--- src/rtl/cfg_pkg.sv ---
// rtl/cfg_pkg.sv - shared constants and types for the configuration write path
package cfg_pkg;

  localparam logic [6:0] ADDR_EN_OUT_LO = 7'h00;
  localparam logic [6:0] ADDR_EN_OUT_HI = 7'h01;
  localparam logic [6:0] ADDR_EN_PWM_LO = 7'h02;
  localparam logic [6:0] ADDR_EN_PWM_HI = 7'h03;
  localparam logic [6:0] ADDR_DUTY      = 7'h04;

  localparam int CFG_NUM_REGS = 5;

  typedef struct packed {
    logic [6:0] addr;
    logic [7:0] data;
  } cfg_wr_req_t;

  // True when the address falls inside the decoded register window.
  function automatic logic addr_mapped(input logic [6:0] addr, input int unsigned num_regs);
    return 32'(addr) < num_regs;
  endfunction

endpackage

--- src/rtl/rr_arb2.sv ---
// rtl/rr_arb2.sv - two-way round-robin arbiter with accept-driven pointer
module rr_arb2 (
  input  logic       clk,
  input  logic       rst_n,
  input  logic [1:0] req_i,
  input  logic       accept_i,
  output logic [1:0] grant_o,
  output logic       last_grant_o
);

  logic last_grant_q;
  logic last_grant_d;

  // Single requester always wins; on a tie the port that did not win last time goes.
  always_comb begin
    grant_o = 2'b00;
    unique case (req_i)
      2'b01:   grant_o = 2'b01;
      2'b10:   grant_o = 2'b10;
      2'b11:   grant_o = last_grant_q ? 2'b01 : 2'b10;
      default: grant_o = 2'b00;
    endcase
  end

  // Pointer only moves when the granted request actually transferred.
  always_comb begin
    last_grant_d = last_grant_q;
    if (accept_i) begin
      if (grant_o[0]) begin
        last_grant_d = 1'b0;
      end else if (grant_o[1]) begin
        last_grant_d = 1'b1;
      end
    end
  end

  // Reset to 1 so port 0 takes the first tie.
  always_ff @(posedge clk or negedge rst_n) begin
    if (!rst_n) begin
      last_grant_q <= 1'b1;
    end else begin
      last_grant_q <= last_grant_d;
    end
  end

  assign last_grant_o = last_grant_q;

endmodule

--- src/rtl/cfg_write_arbiter.sv ---
// rtl/cfg_write_arbiter.sv - two-port config register file with period-aligned duty updates
module cfg_write_arbiter
  import cfg_pkg::*;
#(
  parameter int NUM_REGS  = CFG_NUM_REGS,
  parameter bit SYNC_DUTY = 1'b1
) (
  input  logic       clk,
  input  logic       rst_n,
  input  logic       s0_valid,
  input  logic [6:0] s0_addr,
  input  logic [7:0] s0_data,
  output logic       s0_ready,
  input  logic       s1_valid,
  input  logic [6:0] s1_addr,
  input  logic [7:0] s1_data,
  output logic       s1_ready,
  input  logic       pwm_period_start,
  output logic [7:0] en_reg_out_7_0,
  output logic [7:0] en_reg_out_15_8,
  output logic [7:0] en_reg_pwm_7_0,
  output logic [7:0] en_reg_pwm_15_8,
  output logic [7:0] pwm_duty_cycle,
  output logic       duty_pending,
  output logic       wr_err
);

  logic [1:0]  grant;
  logic        last_grant;
  logic        wr_fire;
  logic        addr_ok;
  logic        duty_wr;
  logic        commit;
  cfg_wr_req_t wr_req;

  logic [7:0] en_out_lo_q, en_out_lo_d;
  logic [7:0] en_out_hi_q, en_out_hi_d;
  logic [7:0] en_pwm_lo_q, en_pwm_lo_d;
  logic [7:0] en_pwm_hi_q, en_pwm_hi_d;
  logic [7:0] duty_q, duty_d;
  logic [7:0] shadow_q, shadow_d;
  logic       pending_q, pending_d;
  logic       wr_err_q, wr_err_d;

  rr_arb2 u_arb (
    .clk          (clk),
    .rst_n        (rst_n),
    .req_i        ({s1_valid, s0_valid}),
    .accept_i     (wr_fire),
    .grant_o      (grant),
    .last_grant_o (last_grant)
  );

  // Readies come straight from the grant, held low while reset is asserted.
  always_comb begin
    s0_ready = grant[0] & rst_n;
    s1_ready = grant[1] & rst_n;
    wr_fire  = s0_ready | s1_ready;
    wr_req   = s1_ready ? cfg_wr_req_t'{addr: s1_addr, data: s1_data}
                        : cfg_wr_req_t'{addr: s0_addr, data: s0_data};
    addr_ok  = addr_mapped(wr_req.addr, NUM_REGS);
  end

  // Decode the accepted write into the plain registers and flag unmapped addresses.
  always_comb begin
    en_out_lo_d = en_out_lo_q;
    en_out_hi_d = en_out_hi_q;
    en_pwm_lo_d = en_pwm_lo_q;
    en_pwm_hi_d = en_pwm_hi_q;
    duty_wr     = 1'b0;
    wr_err_d    = wr_fire & ~addr_ok;
    if (wr_fire && addr_ok) begin
      unique case (wr_req.addr)
        ADDR_EN_OUT_LO: en_out_lo_d = wr_req.data;
        ADDR_EN_OUT_HI: en_out_hi_d = wr_req.data;
        ADDR_EN_PWM_LO: en_pwm_lo_d = wr_req.data;
        ADDR_EN_PWM_HI: en_pwm_hi_d = wr_req.data;
        ADDR_DUTY:      duty_wr     = 1'b1;
        default:        duty_wr     = 1'b0;
      endcase
    end
  end

  // Duty path: either shadowed and committed on period start, or written through.
  // A commit and a new shadow load on the same edge both take effect: the old
  // shadow goes live and the new value waits for the following period.
  always_comb begin
    duty_d    = duty_q;
    shadow_d  = shadow_q;
    pending_d = pending_q;
    commit    = 1'b0;
    if (SYNC_DUTY) begin
      commit = pwm_period_start & pending_q;
      if (commit) begin
        duty_d    = shadow_q;
        pending_d = 1'b0;
      end
      if (duty_wr) begin
        shadow_d  = wr_req.data;
        pending_d = 1'b1;
      end
    end else begin
      pending_d = 1'b0;
      if (duty_wr) begin
        duty_d = wr_req.data;
      end
    end
  end

  // State registers; reset discards any pending shadow value.
  always_ff @(posedge clk or negedge rst_n) begin
    if (!rst_n) begin
      en_out_lo_q <= '0;
      en_out_hi_q <= '0;
      en_pwm_lo_q <= '0;
      en_pwm_hi_q <= '0;
      duty_q      <= '0;
      shadow_q    <= '0;
      pending_q   <= 1'b0;
      wr_err_q    <= 1'b0;
    end else begin
      en_out_lo_q <= en_out_lo_d;
      en_out_hi_q <= en_out_hi_d;
      en_pwm_lo_q <= en_pwm_lo_d;
      en_pwm_hi_q <= en_pwm_hi_d;
      duty_q      <= duty_d;
      shadow_q    <= shadow_d;
      pending_q   <= pending_d;
      wr_err_q    <= wr_err_d;
    end
  end

  assign en_reg_out_7_0  = en_out_lo_q;
  assign en_reg_out_15_8 = en_out_hi_q;
  assign en_reg_pwm_7_0  = en_pwm_lo_q;
  assign en_reg_pwm_15_8 = en_pwm_hi_q;
  assign pwm_duty_cycle  = duty_q;
  assign duty_pending    = pending_q;
  assign wr_err          = wr_err_q;

  logic unused_last_grant;
  assign unused_last_grant = last_grant;

endmodule

--- config.mk ---
export PLATFORM = sky130hd
export DESIGN_NAME = cfg_write_arbiter
export DESIGN_NICKNAME = d
export VERILOG_FILES = /design/src/rtl/cfg_pkg.sv /design/src/rtl/rr_arb2.sv /design/src/rtl/cfg_write_arbiter.sv
export SDC_FILE = /design/constraint.sdc
export NUM_CORES = 1
export LEC_CHECK = 0
export ABC_AREA = 1
export ABC_CLOCK_PERIOD_IN_PS = 3300
export CORE_ASPECT_RATIO = 1.25
export CORE_MARGIN = 2
export CORE_UTILIZATION = 49
export DETAILED_ROUTE_END_ITERATION = 6
export GPL_TIMING_DRIVEN = 0
export PLACE_DENSITY = 0.83
export REMOVE_ABC_BUFFERS = 1
export SLEW_MARGIN = 10
export SYNTH_ARGS = -nofsm -noshare
export SYNTH_HDL_FRONTEND = slang
export SYNTH_SLANG_ARGS = --single-unit
--- constraint.sdc ---
create_clock -name clk -period 3.3 [get_ports clk]
set_input_delay 0.66 -clock clk [delete_from_list [all_inputs] [get_ports clk]]
set_output_delay 0.66 -clock clk [all_outputs]
set_load 0.02 [all_outputs]
==> results of run 1 <==
-- state kept, by name, indices dropped and copies added (netlist names) --
signal              count
en_reg_out_7_0          8
en_reg_pwm_7_0          8
shadow_q                8
u_arb.last_grant_o      1
pwm_duty_cycle          8
en_reg_pwm_15_8         8
wr_err                  1
duty_pending            1
en_reg_out_15_8         8
-- cell families after synthesis --
| family | Yosys count | synth area share (%) |
|---|---|---|
| multiplexers | 8 | 3.63 |
| flip-flops | 51 | 51.4 |
| buffers and inverters | 24 | 4.18 |
| AO/OA/AOI/OAI | 4 | 1.41 |
| AND/OR/NAND/NOR | 196 | 39.4 |
-- stage by stage --
stage | instance area, µm² | power (mW) | setup slack, ns
after global placement | 3320 | 0.804 | -1.79
after CTS | 3460 | 1.26 | 0.285
after detailed placement | 3340 | 0.809 | 0.290
after floorplan | 2460 | 0.723 | 0.967
after global routing | 3460 | 1.30 | 0.204
final | 3460 | 1.25 | 0.344
-- worst max-delay path by stage --
stage          depth (start not counted)                 end
2_1_floorplan                         11  en_reg_out_15_8[0]
3_5_place_dp                           5            s1_ready
3_3_place_gp                          12   en_reg_pwm_7_0[7]
5_1_grt                                5            s1_ready
6_report                               5            s1_ready
4_1_cts                                5            s1_ready
-- critical path: cells and delay by family --
family | cells | cell delay, ns
buffers and inverters | 3 | 1.28
AND/OR/NAND/NOR | 2 | 0.33
-- layout by cell type (no fill, tap or decap), types with 2 or more instances in the layout --
master,synthesis,routed
clkbuf_8,0,6
dfrtp_1,50,50
nor2_1,4,4
nand3b_1,2,2
clkdlybuf4s50_1,0,77
nand2_2,4,4
inv_2,3,3
nand3_4,5,5
mux2_2,8,8
nand2_1,123,123
nand3_1,45,45
inv_1,14,14
inv_6,1,2
nor2_4,5,6
nand2_4,5,5
-- metal layers --
metal  GRT usage, %  wire length (µm)  share of wire, %  up-vias
met2           35.5              2990                52       87
met4           12.2               142               2.5        0
met5              0                 0                 0        -
met1           28.1              2280                40     1005
met3           4.18               331               5.8       10
li1               -                 -                 -     1063
-- power by group --
group          leakage [nW]  switching [mW]  internal [mW]
combinational         0.975          0.0958         0.0645
sequential            0.707         0.00367          0.631
clock                0.0618           0.204          0.249
total                  1.74           0.304          0.945
-- final cells by class --
type | instances | area, µm² | area share (%)
clock buffer | 6 | 82.6 | 2.39
sequential | 51 | 1280 | 37.0
clock inverter | 2 | 38.8 | 1.12
timing repair buffer | 79 | 796 | 23.0
tap | 62 | 77.6 | 2.24
inverter | 19 | 76.3 | 2.21
multi-input combinational | 208 | 1110 | 32.1
==> key figures, run 1 <==
Timing
  • Setup tns final: 0 ns
  • FMAX: 0.338 GHz
  • Slew headroom: about 45%
  • Clk_skew: roughly 0.0074 ns
  • Post-route minimum period: 2.96 ns
  • Hold Vio Cnt, Final: 0
  • Final Setup Violations: 0
  • Slew @ Worst Pin: a little over 0.8 ns
  • Worst hold-check slack: around 0.28 ns
  • Final Cycle Share: about nine tenths
  • RSZ-0062 raised after global routing: false
  • Slew Limit Fails: 0

Yosys
  • Cell Area, Synth: approximately 2500 µm²
  • Async SR Flop Fraction: 100%
  • Share of the synthesized area in the top cell type: approximately 50%
  • Top cells by area, synth: dfrtp_1 50%, nand2_1 19%, nand3_1 9.1%
  • Synth cell count leaders: 123 x nand2_1, 50 x dfrtp_1, 45 x nand3_1
  • Most frequent cell after synthesis: nand2_1
  • Mapped Cells: about 280
  • Syn Area/Cell: slightly below 9 µm²
  • Yosys cell types: 24
  • Post-synthesis sequential area ratio: between 50% and 60%
  • Post-synth EDFFs: 0
  • Cell accounting for the most synthesized area: dfrtp_1
  • Synthesis-stage register bit count: 51
  • Synth Flop Type: dfrtp_1
  • Ys Warns: 0

Layout
  • Layout area overhead: 39.1%
  • Total Nets Final: ~400
  • Fillers: 380
  • # diodes: 0
  • Final core utilization: a little over two thirds
  • Fin cells: 427
  • Fraction of layout instances using a drive strength above 1: roughly an eighth

Placed design
  • GP Congestion: a little under 0.8
  • Placed insts: 419
  • Port Buffers: 78
  • Dpl hpwl: roughly 4300 µm

Setup path
  • Reg-to-reg endpoint: en_reg_out_7_0[1]
  • Worst path max stage delay: between 0.6 and 0.7 ns
  • Worst setup startpoint: rst_n
  • Worst endpoint data arrival time: around 2.3 ns
  • Crit path kind: primary input to primary output
  • CP Capture Type: primary output
  • RR Startpoint: u_arb.last_grant_o
  • Crit-path slowest cell: clkdlybuf4s50_1
  • CP Max Fanout: 35
  • Crit-path cells: buf_2 -> buf_12 -> nand2_4 -> nor2_8 -> clkdlybuf4s50_1
  • R2r setup slk: between 1 and 1.5 ns
  • Worst Reg2Reg Path Length in Cells: 10
  • Worst path required time: around 2.6 ns
  • CP startpoint kind: primary input

Flow run
  • Maxcap violations: 0

Floorplanning
  • Num rows: 29
  • Chip width: 67.7 µm
  • Die Y: ~84 µm
  • Core area: around 5000 µm²
  • Num ports: 79
  • Total die area: between 5000 and 6000 µm²
  • Initial core utilization: 50.0%

Global routing
  • First-pass GRT wire length: 9490 µm
  • Largest net degree at the start of global routing: between 40 and 50
  • Total Routing Usage GR: between 20% and 30%
  • Initial antenna violation count: 0
  • Vias in the first global route: slightly above 2,000
  • Gr ovfl total: 0

Drt
  • Via Count: approximately 2,200
  • Drt wl/cell: between 10 and 15 µm
  • Number of DRC markers in iteration 0: about 130
  • Residual DRC count: 0
  • Final wirelength: approximately 5700 µm
  • 1st-pass router iterations: 4
  • Remaining antenna violation count: 0
  • Vias/cell: approximately 5

Outcome
  • Status: finished, final reports clean

Clocking
  • Root buffer cell: clkbuf_8
  • Cts hold-fix bufs: 0
  • Postcts setup bufs: 0
  • Htree depth: 2
  • Clock-pin slew on the worst setup and hold paths: 0.09 ns
  • CTS max path bufs: 2
  • CTS tree: done
  • Post_cts resized: 0
  • Worst skew pair latency: 0.31 ns
  • CTS Sinks: between 50 and 60
  • CTS buffer count: 5

Power and ir drop
  • Leak pwr: roughly 1.7 nW
  • Power Density: 361 nW/µm²
  • IR drop worst, VDD: between 0.2 and 0.25 mV

Worst hold path
  • Hold Crit Class: primary input to async pin
(Power assumes the default switching activity.)
==> run 2: changes to the inputs <==
--- a/config.mk
+++ b/config.mk
@@ -9,10 +9,10 @@
 export ABC_CLOCK_PERIOD_IN_PS = 3300
 export CORE_ASPECT_RATIO = 1.25
 export CORE_MARGIN = 2
-export CORE_UTILIZATION = 49
+export CORE_UTILIZATION = 50
 export DETAILED_ROUTE_END_ITERATION = 6
 export GPL_TIMING_DRIVEN = 0
-export PLACE_DENSITY = 0.83
+export PLACE_DENSITY = 0.84
 export REMOVE_ABC_BUFFERS = 1
 export SLEW_MARGIN = 10
 export SYNTH_ARGS = -nofsm -noshare
==> run 2 against run 1 <==
  * Clock-buffer cell count is 1 lower
  * Setup slack gained 0.14 ns
  * Worst hold slack better by 0.049 ns
  * Total power decreased by 2.0%
  * First-iteration DRC count up 20%
  * Clock power fell by 5.5%
  * Critical endpoint unchanged
  * Largest power group unchanged
==> key figures, run 2 (same netlist as run 1, synthesis figures left out) <==
Outcome
  • Status: finished, final reports clean (unchanged)

Layout
  • Layout area overhead: 38.7% (was 39.1%)
  • Most common cell after layout, fill and taps aside: nand2_1 (unchanged)
  • Total Nets Final: 399 (unchanged)
  • # diodes: 0 (unchanged)
  • Multi-input logic area: 1110 µm² (unchanged)
  • Fillers: 389 (was 380)
  • Most frequent cells in the layout: 123 x nand2_1, 77 x clkdlybuf4s50_1, 50 x dfrtp_1 (unchanged)
  • Fraction of layout instances using a drive strength above 1: 12.9% (unchanged)
  • Fin cells: 425 (was 427)
  • FF/Latch Area: 1280 µm² (unchanged)

Worst hold path
  • Hold Crit Class: primary input to async pin (unchanged)

Timing
  • Slew Limit Fails: 0 (unchanged)
  • Slew @ Worst Pin: 0.801 ns (was 0.816 ns)
  • Final Cycle Share: 85.3% (was 89.6%)
  • Worst hold-check slack: 0.334 ns (was 0.284 ns)
  • Hold Vio Cnt, Final: 0 (unchanged)
  • RSZ-0062 raised after global routing: false (unchanged)
  • Post-route minimum period: 2.81 ns (was 2.96 ns)
  • Final Setup Violations: 0 (unchanged)
  • Slew headroom: 46.5% (was 45.5%)
  • Clk_skew: 0.00545 ns (was 0.00737 ns)
  • Final worst slack: 0.485 ns (was 0.344 ns)
  • FMAX: 0.355 GHz (was 0.338 GHz)

Global routing
  • Gr ovfl total: 0 (unchanged)
  • Initial antenna violation count: 0 (unchanged)
  • Total Routing Usage GR: 22.5% (was 22.3%)
  • Largest net degree at the start of global routing: 41 (unchanged)
  • First-pass GRT wire length: 9670 µm (was 9490 µm)
  • Vias in the first global route: 2,058 (was 2,079)

Flow run
  • Maxcap violations: 0 (unchanged)

Power and ir drop
  • Switching fraction of total power: 24.7% (was 24.3%)
  • Power Density: 355 nW/µm² (was 361 nW/µm²)
  • Leak pwr: 1.74 nW (about the same)
  • Clock power frac: 35.0% (was 36.3%)
  • IR drop worst, VDD: 0.204 mV (was 0.225 mV)
  • Comb power frac: 13.1% (was 12.8%)
  • Int Pwr: 0.921 mW (was 0.945 mW)
  • Seq pwr share: 51.9% (was 50.8%)
  • Psw: 0.302 mW (was 0.304 mW)

Clocking
  • Clock-pin slew on the worst setup and hold paths: 0.09 ns (about the same)
  • Htree depth: 2 (unchanged)
  • Root buffer cell: clkbuf_8 (unchanged)
  • Postcts setup bufs: 0 (unchanged)
  • CTS buffer count: 5 (unchanged)
  • Cts hold-fix bufs: 0 (unchanged)
  • Post_cts resized: 0 (unchanged)
  • CTS Sinks: 51 (unchanged)
  • CTS tree: done (unchanged)
  • Worst skew pair latency: 0.30 ns (was 0.31 ns)
  • CTS max path bufs: 2 (unchanged)

Drt
  • 1st-pass router iterations: 6 (was 4)
  • Drt wl/cell: 13.5 µm (was 13.4 µm)
  • Via Count: 2,126 (was 2,165)
  • Remaining antenna violation count: 0 (unchanged)
  • Final wirelength: 5720 µm (was 5740 µm)
  • Residual DRC count: 0 (unchanged)
  • Vias/cell: 5.00 (was 5.07)
  • Number of DRC markers in iteration 0: 155 (was 129)

Setup path
  • CP Capture Type: primary output (unchanged)
  • CP startpoint kind: primary input (unchanged)
  • Crit path kind: primary input to primary output (unchanged)
  • R2r setup slk: 1.04 ns (was 1.05 ns)
  • CP Max Fanout: 10 (was 35)
  • Worst Reg2Reg Path Length in Cells: 10 (unchanged)
  • Worst endpoint data arrival time: 2.15 ns (was 2.30 ns)
  • RR Startpoint: u_arb.last_grant_o (unchanged)
  • Reg-to-reg endpoint: en_reg_out_7_0[1] (unchanged)
  • Worst path required time: 2.64 ns (about the same)

Floorplanning
  • Die Y: 82.8 µm (was 83.6 µm)
  • Num rows: 28 (was 29)
  • Core area: 4760 µm² (was 4970 µm²)
  • Num ports: 79 (unchanged)
  • Total die area: 5550 µm² (was 5660 µm²)
  • Initial core utilization: 52.2% (was 50.0%)
  • Chip width: 67.1 µm (was 67.7 µm)

Placed design
  • Dpl hpwl: 4400 µm (was 4320 µm)
  • Port Buffers: 78 (unchanged)
  • GP Congestion: 0.825 (was 0.796)
  • Placed insts: 417 (was 419)
  • Worst slack at placement: 0.343 ns (was 0.290 ns)
==> run 2: worst max-delay path by stage <==
| stage | startpoint | to | cells after the start |
|---|---|---|---|
| floorplan | s0_valid | en_reg_out_15_8[0] | 11 |
| global placement | rst_n | en_reg_pwm_7_0[0] | 12 |
| detailed placement | s1_valid | en_reg_out_7_0[1] | 12 |
| CTS | s1_valid | s1_ready | 4 |
| global route | rst_n | s1_ready | 4 |
| finish | s1_valid | s1_ready | 4 |
==> run 2: metal layers <==
metal,share of wire [%],vias up,track usage [%]
met5,0,-,0
met4,2.6,0,7.98
met3,5.3,11,3.93
met2,54,70,38.2
met1,38,977,28.2
li1,-,1068,-
==> run 2: layout make-up <==
| type | count | area share (%) |
|---|---|---|
| Timing Repair Buffer | 79 | 23.1 |
| Clock buffer | 5 | 2.00 |
| Tap cell | 60 | 2.18 |
| Sequential cell | 51 | 37.1 |
| Inverter | 19 | 2.21 |
| Clock inverter | 3 | 1.27 |
| Multi-Input combinational cell | 208 | 32.2 |
==> run 2: power by group through the flow <==
stage | Sequential (mW) | Clock (mW) | Combinational (mW)
after floorplan | 0.650 | 0 | 0.0720
after global placement | 0.647 | 0 | 0.156
after detailed placement | 0.647 | 0 | 0.161
after CTS | 0.635 | 0.433 | 0.162
after global routing | 0.635 | 0.460 | 0.176
final | 0.635 | 0.429 | 0.160
==> run 2: critical path: stages <==
cell and delay (ns):
clkdlybuf4s50_1 0.52, nand2_4 0.10, nor2_8 0.23, clkdlybuf4s50_1 0.63
==> run 2: metrics by stage <==
| step | TNS [ns] | power [mW] | util, % | area [µm²] |
|---|---|---|---|---|
| 2_1_floorplan | 0 | 0.723 | - | 2460 |
| 3_3_place_gp | -74.41 | 0.803 | 69.5 | 3310 |
| 3_5_place_dp | 0 | 0.809 | 70.0 | 3330 |
| 4_1_cts | 0 | 1.23 | 72.3 | 3450 |
| 5_1_grt | 0 | 1.27 | 72.3 | 3450 |
| 6_report | 0 | 1.22 | 72.3 | 3450 |
==> run 3: changes to the inputs <==
--- a/config.mk
+++ b/config.mk
@@ -10,6 +10,7 @@
 export CORE_ASPECT_RATIO = 1.25
 export CORE_MARGIN = 2
 export CORE_UTILIZATION = 50
+export CTS_CLUSTER_DIAMETER = 30
 export DETAILED_ROUTE_END_ITERATION = 6
 export GPL_TIMING_DRIVEN = 0
 export PLACE_DENSITY = 0.84
==> results of run 3 <==
The final DEF is identical to that of run 2; final timing and power are the same.
